==> src/rtl/g711_codec_pipe.sv <==
// g711_codec_pipe: two-stage streaming G.711 compressor (u-law / A-law per sample).
//   clk, rst_n        : clock, asynchronous active-low reset
//   in_data/in_alaw   : signed linear sample and mode select (0 = u-law, 1 = A-law)
//   in_valid/in_ready : input handshake; in_ready is combinational
//   out_code          : {sign, seg[2:0], mant[3:0]}
//   out_valid/out_ready : output handshake; out_code held while stalled
//   sat_clr/sat_cnt   : saturation event counter and its synchronous clear
// Optional macro CODEC_STATS_EN: builds the saturation counter. When it is
// undefined, sat_cnt is tied to zero and sat_clr is ignored.
module g711_codec_pipe #(
  parameter int unsigned IN_W  = 14,
  parameter int unsigned CNT_W = 16
) (
  input  logic                   clk,
  input  logic                   rst_n,
  input  logic signed [IN_W-1:0] in_data,
  input  logic                   in_alaw,
  input  logic                   in_valid,
  output logic                   in_ready,
  output logic [7:0]             out_code,
  output logic                   out_valid,
  input  logic                   out_ready,
  input  logic                   sat_clr,
  output logic [CNT_W-1:0]       sat_cnt
);

  // Pipeline state
  logic        s1_valid_q, s1_valid_d;
  logic        s1_alaw_q,  s1_alaw_d;
  logic        s1_sign_q,  s1_sign_d;
  logic [12:0] s1_mag_q,   s1_mag_d;
  logic [7:0]  out_code_q, out_code_d;
  logic        out_valid_q, out_valid_d;

  // Handshake
  logic s2_load;
  logic accept;

  // Stage-1 conditioning
  logic [IN_W-14:0] top_bits;
  logic             over_range;
  logic [13:0]      x;
  logic             sign;
  logic [13:0]      ulaw_mag;
  logic             mu_over;
  logic [12:0]      ulaw_biased;
  logic [11:0]      alaw_mag;
  logic             saturated;

  // Stage-2 encode
  logic [3:0]  pos;
  logic [12:0] shifted;
  logic [2:0]  enc_seg;
  logic [3:0]  enc_mant;

  assign s2_load  = ~out_valid_q | out_ready;
  assign in_ready = ~s1_valid_q | s2_load;
  assign accept   = in_valid & in_ready;

  // Out of 14-bit range when the bits above bit 12 are not all copies of the sign.
  assign top_bits = in_data[IN_W-1:13];

  always_comb begin
    over_range  = ~((&top_bits) | ~(|top_bits));
    x           = in_data[13:0];
    if (over_range) begin
      x = in_data[IN_W-1] ? 14'h2000 : 14'h1FFF;
    end
    sign        = x[13];
    ulaw_mag    = sign ? (~x + 14'd1) : x;
    mu_over     = ulaw_mag > 14'd8158;
    ulaw_biased = (mu_over ? 13'd8158 : ulaw_mag[12:0]) + 13'd33;
    // x >>> 1 keeps bits [12:1]; one's complement folds negatives onto 0..4095.
    alaw_mag    = sign ? ~x[12:1] : x[12:1];
    saturated   = over_range | (~in_alaw & mu_over);
  end

  always_comb begin
    s1_valid_d = s1_valid_q;
    s1_alaw_d  = s1_alaw_q;
    s1_sign_d  = s1_sign_q;
    s1_mag_d   = s1_mag_q;
    if (in_ready) begin
      s1_valid_d = in_valid;
    end
    if (accept) begin
      s1_alaw_d = in_alaw;
      s1_sign_d = sign;
      s1_mag_d  = in_alaw ? {1'b0, alaw_mag} : ulaw_biased;
    end
  end

  always_comb begin
    pos      = 4'd5;
    shifted  = '0;
    enc_seg  = '0;
    enc_mant = '0;
    if (!s1_alaw_q) begin
      for (int unsigned i = 6; i <= 12; i++) begin
        if (s1_mag_q[i]) begin
          pos = 4'(i);
        end
      end
      shifted  = s1_mag_q >> (pos - 4'd4);
      enc_seg  = 3'(pos - 4'd5);
      enc_mant = shifted[3:0];
    end else if (s1_mag_q[11:5] == 7'd0) begin
      enc_seg  = '0;
      enc_mant = s1_mag_q[4:1];
    end else begin
      for (int unsigned i = 6; i <= 11; i++) begin
        if (s1_mag_q[i]) begin
          pos = 4'(i);
        end
      end
      shifted  = s1_mag_q >> (pos - 4'd4);
      enc_seg  = 3'(pos - 4'd4);
      enc_mant = shifted[3:0];
    end
  end

  always_comb begin
    out_valid_d = out_valid_q;
    out_code_d  = out_code_q;
    if (s2_load) begin
      out_valid_d = s1_valid_q;
      if (s1_valid_q) begin
        out_code_d = {s1_sign_q, enc_seg, enc_mant};
      end
    end
  end

  always_ff @(posedge clk or negedge rst_n) begin
    if (!rst_n) begin
      s1_valid_q  <= 1'b0;
      s1_alaw_q   <= 1'b0;
      s1_sign_q   <= 1'b0;
      s1_mag_q    <= '0;
      out_valid_q <= 1'b0;
      out_code_q  <= '0;
    end else begin
      s1_valid_q  <= s1_valid_d;
      s1_alaw_q   <= s1_alaw_d;
      s1_sign_q   <= s1_sign_d;
      s1_mag_q    <= s1_mag_d;
      out_valid_q <= out_valid_d;
      out_code_q  <= out_code_d;
    end
  end

  assign out_code  = out_code_q;
  assign out_valid = out_valid_q;

`ifdef CODEC_STATS_EN
  logic [CNT_W-1:0] sat_cnt_q, sat_cnt_d;

  always_comb begin
    sat_cnt_d = sat_cnt_q;
    if (sat_clr) begin
      sat_cnt_d = '0;
    end else if (accept && saturated && !(&sat_cnt_q)) begin
      sat_cnt_d = sat_cnt_q + 1'b1;
    end
  end

  always_ff @(posedge clk or negedge rst_n) begin
    if (!rst_n) begin
      sat_cnt_q <= '0;
    end else begin
      sat_cnt_q <= sat_cnt_d;
    end
  end

  assign sat_cnt = sat_cnt_q;
`else
  logic unused_stats;
  assign unused_stats = sat_clr ^ saturated;
  assign sat_cnt      = '0;
`endif

endmodule

==> config.mk <==
export PLATFORM = sky130hd
export DESIGN_NAME = g711_codec_pipe
export DESIGN_NICKNAME = d
export VERILOG_FILES = /design/src/rtl/g711_codec_pipe.sv
export SDC_FILE = /design/constraint.sdc
export NUM_CORES = 1
export LEC_CHECK = 0
export CORE_UTILIZATION = 45
export DETAILED_ROUTE_END_ITERATION = 7
export PLACE_DENSITY = 0.78
export SYNTH_ARGS = -nofsm -noshare
export SYNTH_HDL_FRONTEND = slang
export SYNTH_SLANG_ARGS = --single-unit
export TNS_END_PERCENT = 1
==> constraint.sdc <==
create_clock -name clk -period 3.5 [get_ports clk]
set_input_delay 0.7 -clock clk [delete_from_list [all_inputs] [get_ports clk]]
set_output_delay 0.7 -clock clk [all_outputs]
set_load 0.02 [all_outputs]
==> impl_metrics.csv, run 1 <==
group,metric,value,unit
min_path,hp-class,"reg -> reg",
finish,syn2layout_area_growth,31.1,%
finish,num_antenna_cells,0,
sta,hold_violations,0,
min_path,hp-start,"out_code[4]$_DFFE_PN0P_",
outcome,outcome,"completed",
sta,skew,0.00401,ns
route,drtAntennaViolNets,0,
route,wl_per_cell,14.8,µm
setup_path,cp_slowest_cell,"or4bb_4",
clock_tree,ctsHoldBuffers,0,
finish,fin_util,62.1,%
synthesis,synthArstFlopShare,100,%
synthesis,yosys-top-cells-count,"nor2_1, nand2_1, a21oi_1",
global_routing,grt_pass1_vias,2876,
global_routing,grt.overflow.total,0,
route,first_iter_violations,129,
sta,slew_headroom,53.5,%
global_routing,grt_usage,24.2,%
job,cap_violations,0,
global_routing,grt_pass1_wl,12.7,mm
synthesis,synth_cell_types,69,
placed_design,portBuffers,28,
synthesis,yosys_warnings,0,
placed_design,finalWeightedCongestion,0.937,
sta,hold_ws,0.484,ns
floorplanning,fp.dieArea,6660,µm²
route,drc_errors,0,
finish,finalNetCount,470,
synthesis,synth_ff_type,"dfrtp_1",
setup_path,crit_path_cell_trace,"clkbuf_2 -> inv_1 -> ha_2 -> or4bb_4 -> a31oi_4 -> nand3_4 -> o2bb2ai_4 -> o21a_1 -> o211ai_1 -> ha_2 -> o211ai_1 -> o21ai_2 -> nand2_2 -> a21o_1 -> a211oi_2",
floorplanning,start_util,47.3,%
finish,layout-drive-gt1-share,26.2,%
pwr,cellPowerDensity,369,nW/µm²
placed_design,post-dp-hpwl,5.90,mm
floorplanning,ios,46,
floorplanning,fp.dieW,81.6,µm
setup_path,critPathArrivalTime,3.52,ns
global_routing,antenna_found_initial,0,
setup_path,critPathMaxFanout,5,
setup_path,r2r_start,"s1_mag_q[6]$_DFFE_PN0P_",
setup_path,critPathLaunchType,"primary input",
sta,clock.fmax,301,MHz
floorplanning,core.rowCount,28,
pwr,vdd_ir_drop_max,271,µV
synthesis,synth_area_leader_cell,"dfrtp_1",
sta,min_period_over_period,95.0,%
setup_path,startpoint,"in_data[0]",
global_routing,grt_max_degree,26,
synthesis,synth_seq_cells,25,
sta,rsz0062_at_grt,"false",
synthesis,mappedNetlistArea,2850,µm²
clock_tree,clk_path_buf_depth,2,
finish,fillers,555,
clock_tree,clk_pin_slew_worst_paths,0.09,ns
sta,final.min_clock_period,3.32,ns
floorplanning,die_y,81.6,µm
clock_tree,cts_max_level,1,
synthesis,synth_edf_count,0,
setup_path,crit_path_end_kind,"flip-flop",
synthesis,avgSynthCellArea,7.69,µm²
clock_tree,cts.sinks,25,
sta,setup_viol,0,
setup_path,crit_required,3.70,ns
finish,final_cell_area,3740,µm²
synthesis,yosysSeqAreaShare,21.9,%
synthesis,yosysMostFrequentCell,"nor2_1",
floorplanning,core-area,6030,µm²
route,via_count,2942,
setup_path,crit_type,"in -> reg",
pwr,p_leak,1.57,nW
placed_design,placed_area,3510,µm²
route,drt-total-wl,7.70,mm
sta,drv_slew,0,
synthesis,postSynthCellCount,371,
clock_tree,worstSkewPairLatency,0.28,ns
sta,worst_pin_slew,0.692,ns
clock_tree,cts_tree,"yes",
route,dr.pass1.iters,5,
synthesis,synth_area_leaders,"dfrtp_1, mux2i_1, xnor2_1",
sta,tns,0,ns
route,vias_per_cell,5.65,
setup_path,slowest_delay,0.47,ns
clock_tree,cts_buffers,3,
synthesis,synth_top_area_share,21.9,%
clock_tree,cts-root-buf,"clkbuf_8",
layout by cell type (no fill, tap or decap), types with 6 or more instances in the layout:
master	instances
nor3_1	13
o21ai_0	23
nand4_1	6
conb_1	16
o31ai_1	8
clkbuf_2	6
clkdlybuf4s50_1	17
xnor2_1	18
inv_1	9
xor2_1	7
nor2_1	31
nand2b_1	8
dfrtp_1	25
o211ai_1	8
nand2_1	30
mux2i_1	17
a21oi_1	28
buf_4	69
area by class of cell:
class	instances	area, µm²	area share [%]
Inverter	12	45.0	1.20
Clock buffer	3	41.3	1.10
Clock inverter	1	5.00	0.134
Timing Repair Buffer	100	811	21.7
Multi-Input combinational cell	305	2120	56.7
Sequential cell	25	626	16.7
Tap cell	75	93.8	2.51
layer usage:
layer	GRT usage [%]	share of wire (%)	vias to the layer above
li1	-	-	1471
met1	27.1	40	1346
met2	46.6	53	101
met3	1.67	3.7	24
met4	10.0	2.9	0
met5	0	0	-
cells by family after synthesis:
family / share of synthesized area (%)
and+or+nand+nor: 23.1
buffers and inverters: 9.96
AOI/OAI and AO/OA: 27.5
muxes: 7.54
DFF: 21.9
xor gates and xnor gates: 8.55
other: 0.131
adders and majority gates: 1.32
stage by stage:
step           setup slack [ns]  instances  power, mW
2_1_floorplan         -0.000888        386      0.948
3_3_place_gp             -0.437        506       1.15
3_5_place_dp             -0.552        506       1.18
4_1_cts                 0.00270        517       1.36
5_1_grt                 0.00591        521       1.49
6_report                  0.177        521       1.38
flip-flops by register name (all words and copies together) (netlist names):
name and cells:
s1_valid_q 1, s1_sign_q 1, s1_alaw_q 1, s1_mag_q 13
out_valid 1, out_code 8
worst paths after layout:
kind | endpoint | slack [ns] | cells past startpoint
hold reg to reg | out_code[4]$_DFFE_PN0P_ | 0.48 | 2
setup / recovery | s1_mag_q[10]$_DFFE_PN0P_ | 0.18 | 15
min in group asynchronous | out_code[5]$_DFFE_PN0P_ | 0.78 | 2
setup reg to reg | out_code[3]$_DFFE_PN0P_ | 0.70 | 9
max in group asynchronous | s1_mag_q[12]$_DFFE_PN0P_ | 2.49 | 2
hold / removal | out_code[4]$_DFFE_PN0P_ | 0.48 | 2
worst max-delay path, delay by kind of cell:
family | cells | cell delay, ns
adder cells (fa/ha/maj) | 2 | 0.58
buffers and inverters | 2 | 0.14
AO/OA/AOI/OAI | 8 | 1.39
AND/OR/NAND/NOR | 3 | 0.71
timing repair:
action | CTS | global route
gates resized for setup | 17 | 28
setup endpoints to repair | 5 | 5
pin swaps | 17 | 19
buffers inserted | 7 | 4
hold endpoints to repair | 0 | 0
where the power goes:
group / total (mW) / switching (mW) / internal [mW]
Combinational: 0.756 / 0.397 / 0.359
Sequential: 0.447 / 0.0956 / 0.351
Clock: 0.177 / 0.0968 / 0.0800
Total: 1.38 / 0.589 / 0.790
(Power assumes the default switching activity.)
==> run 2, diff against run 1 <==
clock period = 3.09 ns   (was 3.5 ns; I/O delays follow)
==> run 2 against run 1 <==
The flow now finishes with violations (negative setup slack). Setup slack got worse by 0.35 ns. Sequential cell count did not move. Clock power rose by 20%. Die area did not move. Worst hold slack improved by 0.0040 ns. Non-clock buffer count rose by 22. Critical path type unchanged.
==> impl_metrics.csv, run 2 (same netlist as run 1, synthesis figures left out) <==
group,metric,value,unit
outcome,outcome,"finished with violations",
outcome,violations,"negative setup slack",
setup_path,crit_path_end_kind,"flip-flop",
finish,final_cell_area,3940,µm²
setup_path,crit_required,3.29,ns
setup_path,cp_num_buf_inv,2,
clock_tree,worstSkewPairLatency,0.28,ns
job,cap_violations,0,
setup_path,cp.depth,14,
clock_tree,ctsHoldBuffers,0,
finish,layoutNonFillerInstCount,543,
min_path,hp-start,"out_code[4]$_DFFE_PN0P_",
placed_design,dp_slack,-0.897,ns
sta,hold_ws,0.488,ns
sta,drv_slew,0,
sta,rsz0062_at_grt,"true",
min_path,hold_end,"out_code[4]$_DFFE_PN0P_",
clock_tree,cts_tree,"yes",
floorplanning,die_y,81.6,µm
route,first_iter_violations,116,
sta,final.min_clock_period,3.27,ns
pwr,p_leak,1.69,nW
global_routing,grt_max_degree,26,
clock_tree,clk_path_buf_depth,2,
route,vias_per_cell,5.69,
sta,worst_pin_slew,0.676,ns
sta,hold_violations,0,
finish,largest_reg_flops,13,
setup_path,crit_path_frequent_cell,"o211ai_1",
clock_tree,cts.sinks,25,
sta,slew_headroom,54.6,%
finish,layout-drive-gt1-share,31.2,%
floorplanning,core-area,6030,µm²
pwr,internal_power,0.933,mW
sta,tns,-0.619,ns
floorplanning,core.rowCount,28,
finish,top_register,"s1_mag_q",
finish,finalNetCount,492,
setup_path,crit_type,"in -> reg",
global_routing,grt_pass1_wl,13.8,mm
floorplanning,ios,46,
finish,final_cell_mix,"buf_4, nor2_1, nand2_1",
pwr,power.share.clock,13.0,%
placed_design,post-dp-hpwl,6.10,mm
global_routing,grt_pass1_vias,3087,
placed_design,portBuffers,28,
pwr,cellPowerDensity,413,nW/µm²
clock_tree,clk_pin_slew_worst_paths,0.10,ns
clock_tree,cts-root-buf,"clkbuf_8",
setup_path,slowest_delay,0.55,ns
pwr,seqPwrFrac,30.2,%
route,drtAntennaViolNets,0,
setup_path,cp_slowest_cell,"or4_4",
route,drc_errors,0,
global_routing,grt_usage,26.5,%
finish,syn2layout_area_growth,37.9,%
setup_path,timing.rr.end,"out_code[3]$_DFFE_PN0P_",
sta,setup_ws,-0.177,ns
setup_path,critPathArrivalTime,3.47,ns
pwr,vdd_ir_drop_max,339,µV
route,via_count,3089,
sta,min_period_over_period,106,%
setup_path,crit_path_cell_trace,"buf_6 -> or4_4 -> o41ai_4 -> xor2_2 -> a211o_4 -> o21a_1 -> o211ai_1 -> ha_2 -> o211ai_1 -> o21ai_2 -> buf_4 -> and2_4 -> o41ai_2 -> o21ai_1",
route,dr.pass1.iters,5,
setup_path,critPathMaxFanout,4,
min_path,hold_depth,2,
sta,setup_viol,5,
finish,final_common_cell,"buf_4",
placed_design,placed_area,3600,µm²
clock_tree,cts_buffers,3,
pwr,switching_share,42.5,%
clock_tree,cts_max_level,1,
sta,skew,0.00734,ns
setup_path,critPathLaunchType,"primary input",
floorplanning,fp.dieArea,6660,µm²
setup_path,r2r_start,"s1_mag_q[6]$_DFFE_PN0P_",
floorplanning,start_util,47.3,%
finish,num_antenna_cells,0,
route,drt-total-wl,8.48,mm
setup_path,path_delay_family,"compound AO/OA/AOI/OAI gates",
placed_design,finalWeightedCongestion,0.953,
min_path,hp-class,"reg -> reg",
pwr,combPwrFrac,56.7,%
setup_path,ff2ff_path_depth,9,
route,wl_per_cell,15.6,µm
global_routing,antenna_found_initial,0,
placed_design,placedCellCount,518,
pwr,netSwitchingPower,0.691,mW
global_routing,grt.overflow.total,0,
setup_path,r2r_slack,0.30,ns
floorplanning,fp.dieW,81.6,µm
sta,clock.fmax,306,MHz
run 2: changes by cell type in the layout (fill, tap and decap cells not counted), sizes merged:
| cell | change |
|---|---|
| clkbuf | -6 |
| dlygate4sd2 | -1 |
| inv | +1 |
| buf | +30 |
| clkinv | -1 |
| clkdlybuf4s50 | -1 |
run 2: worst max-delay path by stage:
stage | start | end | slack (ns)
floorplan | in_data[7] | s1_mag_q[10]$_DFFE_PN0P_ | -0.33
global placement | in_data[5] | s1_mag_q[10]$_DFFE_PN0P_ | -0.72
finish | in_data[6] | s1_mag_q[4]$_DFFE_PN0P_ | -0.18
detailed placement | in_data[5] | s1_mag_q[10]$_DFFE_PN0P_ | -0.90
CTS | in_data[4] | s1_mag_q[10]$_DFFE_PN0P_ | -0.10
global route | in_data[3] | s1_mag_q[4]$_DFFE_PN0P_ | -0.25
run 2: power groups by stage:
stage	combinational (mW)	clock, mW	sequential [mW]
after floorplan	0.579	0	0.495
after global placement	0.841	0	0.489
after detailed placement	0.863	0	0.496
after CTS	0.891	0.214	0.489
after global routing	1.01	0.228	0.504
final	0.922	0.212	0.491
run 2: routing by layer:
layer | vias up | wire length (µm) | track usage (%)
met5 | - | 0 | 0
met4 | 0 | 335 | 13.5
met1 | 1435 | 3520 | 28.7
li1 | 1513 | - | -
met3 | 31 | 260 | 3.00
met2 | 110 | 4360 | 50.1
run 2: cell type report:
class	count	area [µm²]
clock buffer	3	41.3
multi-input combinational	305	2140
inverter	12	45.0
fill	512	2090
sequential	25	626
timing repair buffer	122	981
clock inverter	1	8.76
tap	75	93.8
run 2: repair_timing:
item | CTS | global route
gates cloned | 0 | 0
setup endpoints to repair | 7 | 6
buffers inserted | 17 | 4
pin swaps | 21 | 15
resized for setup | 48 | 18
run 2: metrics by stage:
| step | power [mW] | util (%) |
|---|---|---|
| 3_3_place_gp | 1.33 | 59.8 |
| 5_1_grt | 1.74 | 65.3 |
| 3_5_place_dp | 1.36 | 59.8 |
| 6_report | 1.62 | 65.3 |
| 4_1_cts | 1.59 | 63.2 |
| 2_1_floorplan | 1.07 | - |
run 2: tightest hold or removal path: stages, from the launching register on:
cell and delay [ns]:
dfrtp_1 0.36, nand2_1 0.04, o21ai_0 0.06
==> run 3, diff against run 2 <==
ABC_CLOCK_PERIOD_IN_PS = 3090   (was unset)
==> results of run 3 <==
Same layout as run 2: the final DEF is identical, and so are final timing and power.
==> RTL change 1: new RTL, flow settings as in run 3 <==
The parameter `IN_W` goes from 14 to 28.
--- a/src/rtl/g711_codec_pipe.sv
+++ b/src/rtl/g711_codec_pipe.sv
@@ -8,7 +8,7 @@
 // Optional macro CODEC_STATS_EN: builds the saturation counter. When it is
 // undefined, sat_cnt is tied to zero and sat_clr is ignored.
 module g711_codec_pipe #(
-  parameter int unsigned IN_W  = 14,
+  parameter int unsigned IN_W  = 28,
   parameter int unsigned CNT_W = 16
 ) (
   input  logic                   clk,
Ports: changed (resized in_data); port bits go from 46 to 60. No check against the original RTL was run, so the function may have changed too.
==> RTL change 1 against run 3 <==
The run still ends with setup timing left; count of clock-buffer cells in the layout unchanged; non-clock buffer count up 35; setup slack worse by 1.3 ns; sequential share of layout area down 1.9 points; combinational power down 18%; synthesized area up 5.4%; wire length up 25%; sequential cell count unchanged; power down 10%; worst hold slack better by 0.0029 ns; final area up 14%; highest routed layer unchanged.
==> RTL change 1: results (changes against run 3) <==
| Metric | Value |
|---|---|
| Leading cell types by count after synthesis | a21oi_1, nand2_1, nor2_1, o21ai_0, dfrtp_1 |
| Final nets | 579 (+18%) |
| Pre-CTS WS | -2.221 ns (-1.324 ns) |
| Vias in the first global route | 3649 (+18%) |
| Ratio of cells with drive above 1 in the final layout | 35.30% (+4.1 points) |
| Reg-to-Reg End | out_code[1] |
| GRT Total Usage | 29.28% (+2.8 points) |
| Synth cell types | 67 (-2.9%) |
| GR Layer Usage met2 | 53.14% (+3.1 points) |
| Register area share after synthesis | 20.82% (-1.1 points) |
| Drt total wl | 10.56 mm (+25%) |
| Violated checks | setup timing |
| FILL cells | 502 (-2.0%) |
| Grt met1 use | 33.46% (+4.7 points) |
| PnR worst setup slack | -1.498 ns (-1.322 ns) |
| First-pass GRT wire length | 16.93 mm (+23%) |
| Seq pwr share | 33.5% (+3.3 points) |
| Post_cts resized | 67 (+40%) |
| Post-DR vias/cell | 6.162 (+8.3%) |
| DPL Wire Length | 7.621 mm (+25%) |
| Peak supply drop | 0.4280 mV (+26%) |
| Status | complete, but fails checks |
| Sw Pwr | 602.5 uW (-13%) |
| Flop+latch power | 488 uW |
| R2R cell count | 6 (-3) |
| Met3 Resource Use GR | 3.066% (+0.066 points) |
| Leak Pwr | 1.892 nW (+12%) |
| Critical Path AT | 4.75 ns (+1.28 ns) |
| DRT iter0 DRCs | 285 (+150%) |
| Slowest stage delay, CP | 0.50 ns (-0.05 ns) |
| Register-to-Register Setup Slack | 0.40 ns (+0.10 ns) |
| Top post-synthesis cells by area | dfrtp_1, a21oi_1, o21ai_0 |
| Slew margin rel. | 37.31% (-17 points) |
| Max-Cap Viols | 0 (unchanged) |
| CP delay by family, top | simple AND/OR/NAND/NOR gates |
| PortBufs | 42 (+50%) |
| Final setup violation count | 13 (+8) |
| Gate power share | 51.9% (-4.8 points) |
| Final GP Congestion | 0.9409 (-1.2%) |
| Minimum hold slack | 0.4905 ns (+0.002868 ns) |
==> RTL change 1: changes by cell type after synthesis, moves of 5 or more <==
cell and change:
a21oi_1 +21, xnor2_1 -14, nand2_1 +12, o21ai_0 +9, o22ai_1 +9, mux2i_1 -6, a31oi_1 -5, inv_1 +5
mux2_2 +5, nor4_1 +5
==> RTL change 1: worst max path at each step <==
stage / start / to / slack (ns) / cells after the start
after floorplan: in_data[13] / s1_mag_q[6] / -1.79 / 22
after global placement: in_data[17] / s1_mag_q[10] / -2.02 / 22
after detailed placement: in_data[13] / s1_mag_q[10] / -2.22 / 23
after CTS: in_data[27] / s1_mag_q[6] / -1.50 / 22
after global routing: in_data[13] / s1_mag_q[10] / -1.63 / 25
final: in_data[13] / s1_mag_q[6] / -1.50 / 22
==> RTL change 1: metal layers <==
metal | vias up | routed length [um]
met5 | - | 0
met4 | 0 | 545
met3 | 58 | 695
met2 | 219 | 5342
met1 | 1757 | 3971
li1 | 1774 | -
==> RTL change 1: area by class of cell <==
cell class | instances | share of cell area (%)
multi-input cells | 340 | 53.15
clock buffers | 3 | 0.9231
clock inverters | 1 | 0.1958
well taps | 77 | 2.154
inverters | 15 | 1.315
flip-flops and latches | 25 | 13.99
repair buffers | 157 | 28.28
==> RTL change 1: through the flow <==
step,instance area (um2),instances,utilization [%],TNS (ns)
global placement,4121,588,64.54,-19.87
global route,4473,618,70.04,-14.53
detailed placement,4121,588,64.54,-22.43
CTS,4362,609,68.30,-12.41
finish,4473,618,70.04,-12.85
floorplan,3212,424,-,-15.04
==> RTL change 1: cell families after synthesis <==
group                      synth area share, %
AOI/OAI and AO/OA                        32.97
xor gates and xnor gates                 2.331
adders and majority gates                1.249
buffers and inverters                    9.908
DFF                                      20.82
muxes                                    7.785
other                                   0.1248
and+or+nand+nor                          24.81
==> RTL change 2: new RTL, settings of run 3 <==
Made on the original files. Add a define of `CODEC_STATS_EN`.
--- a/src/rtl/g711_codec_pipe.sv
+++ b/src/rtl/g711_codec_pipe.sv
@@ -7,6 +7,8 @@
 //   sat_clr/sat_cnt   : saturation event counter and its synchronous clear
 // Optional macro CODEC_STATS_EN: builds the saturation counter. When it is
 // undefined, sat_cnt is tied to zero and sat_clr is ignored.
+`define CODEC_STATS_EN
+
 module g711_codec_pipe #(
   parameter int unsigned IN_W  = 14,
   parameter int unsigned CNT_W = 16
Function: changed (Yosys sat finds a counterexample within 4 cycles, from zero or initial values and one cycle with rst_n low).
==> RTL change 2 against run 3 <==
The run still ends with setup timing left; setup slack improved by 0.16 ns; wire length rose by 16%; final area rose by 19%; register-to-register slack improved by 0.45 ns; power rose by 18%; sequential cell count rose by 16; synthesized cell count rose by 20%; synthesized area rose by 24%; worst hold slack got worse by 0.045 ns; first-iteration DRC count rose by 87%; sequential share of layout area rose by 6.0 points; largest power group unchanged.
==> RTL change 2: results (changes against run 3) <==
| Metric | Value |
|---|---|
| Status | complete, but fails checks |
| Violated checks | setup timing |
| PortBufs | 45 (+61%) |
| CTS clk-pin slew, worst paths | 0.08 ns (-0.02 ns) |
| Largest net degree at the start of global routing | 42 (+62%) |
| Reg-to-Reg End | out_code[6] |
| R2R Path Start | s1_mag_q[6] |
| Register-to-Register Setup Slack | 0.75 ns (+0.45 ns) |
| Final nets | 555 (+13%) |
| Final GP Congestion | 0.9320 (-2.2%) |
| DPL Wire Length | 7.233 mm (+19%) |
| Register area share after synthesis | 29.05% (+7.1 points) |
| Vias | 3678 (+19%) |
| FILL cells | 621 (+21%) |
| Hold Path Class | input pin to asynchronous set/reset pin |
| DR WL/cell | 15.54 um (-0.41%) |
| Max Clock Skew | 0.002702 ns (-0.004642 ns) |
| Slowest stage delay, CP | 0.57 ns (+0.02 ns) |
| Critical Path AT | 3.29 ns (-0.18 ns) |
| PnR worst setup slack | -0.01414 ns (+0.1626 ns) |
| Final setup violation count | 1 (-4) |
| CTS Buf Count | 5 (+2) |
| Ratio of cells with drive above 1 in the final layout | 22.56% (-8.6 points) |
| Clk_lat worst skew | 0.30 ns (+0.02 ns) |
| GRT Total Usage | 24.80% (-1.7 points) |
| Leading cell types by count after synthesis | nand2_1, dfrtp_1, nor2_1 |
| Slew margin rel. | 38.13% (-16 points) |
| Most common cell in the netlist | nand2_1 |
| Worst-path maximum fanout | 5 (+1) |
| Leak Pwr | 1.997 nW (+18%) |
## RTL change 2: cell types whose count changed after synthesis, sizes merged, moves of 7 or more
cell   delta
and3      +9
or3       +7
xor2      +9
dfrtp    +16
mux2i     -9
nand3     +9
nor3      -7
nand2    +22
nor2      +9
buf      -13
## RTL change 2: worst max-delay path by stage
| stage | start | slack, ns | depth (start not counted) | end |
|---|---|---|---|---|
| floorplan | in_data[5] | -0.56 | 16 | s1_mag_q[6] |
| global placement | in_data[1] | -0.57 | 14 | s1_mag_q[10] |
| detailed placement | in_data[1] | -0.66 | 13 | s1_mag_q[6] |
| CTS | in_data[4] | 0.005 | 14 | s1_mag_q[10] |
| global route | in_data[0] | -0.08 | 15 | s1_mag_q[4] |
| finish | in_data[4] | -0.01 | 14 | s1_mag_q[10] |
## RTL change 2: kinds of logic (layout without fill, tap and decap cells)
kind of cell               after synthesis  in the layout  share of synthesized area (%)
AOI/OAI and AO/OA                      123            123                          24.19
DFF                                     41             41                          29.05
buffers and inverters                   45            132                          5.703
muxes                                   16             16                          5.137
adders and majority gates                4              4                          1.417
and+or+nand+nor                        179            179                          25.12
xor gates and xnor gates                37             37                          9.387
## RTL change 2: metal layers
metal | wire length (um) | GRT usage, % | up-vias
li1 | - | - | 1777
met1 | 4214 | 32.19 | 1744
met2 | 4884 | 42.55 | 140
met3 | 535 | 3.367 | 17
met4 | 174 | 7.661 | 0
met5 | 0 | 0 | -
## RTL change 2: where the power goes
part           switching, mW  internal [mW]
Sequential            0.0985          0.605
Clock                  0.200          0.206
Combinational          0.418          0.381
## RTL change 2: timing repair
item	in CTS	in global routing
gates resized for setup	38	4
hold endpoints to repair	0	0
setup buffers	6	0
endpoints found under the setup margin	23	9
pin swaps	14	0
cloned	0	0
## RTL change 2: final cells by class
type | count | area (um2) | share of cell area [%]
clock buffer | 7 | 96.34 | 2.057
clock inverter | 1 | 8.758 | 0.1870
inverter | 11 | 43.79 | 0.9348
multi-input combinational | 359 | 2442 | 52.14
sequential | 41 | 1026 | 21.90
tap | 99 | 123.9 | 2.644
timing repair buffer | 113 | 943.4 | 20.14
## RTL change 2: metrics by stage
step                      cell area, um2  cells   TNS, ns  hold WS [ns]  setup slack (ns)
final                               4684    631  -0.01414        0.4432          -0.01414
after floorplan                     3601    445    -2.804        0.3224           -0.5557
after global routing                4684    631   -0.2566        0.5145          -0.08251
after detailed placement            4462    617    -12.39        0.4698           -0.6642
after global placement              4462    617    -10.79        0.4577           -0.5658
after CTS                           4676    631         0        0.4771          0.004644
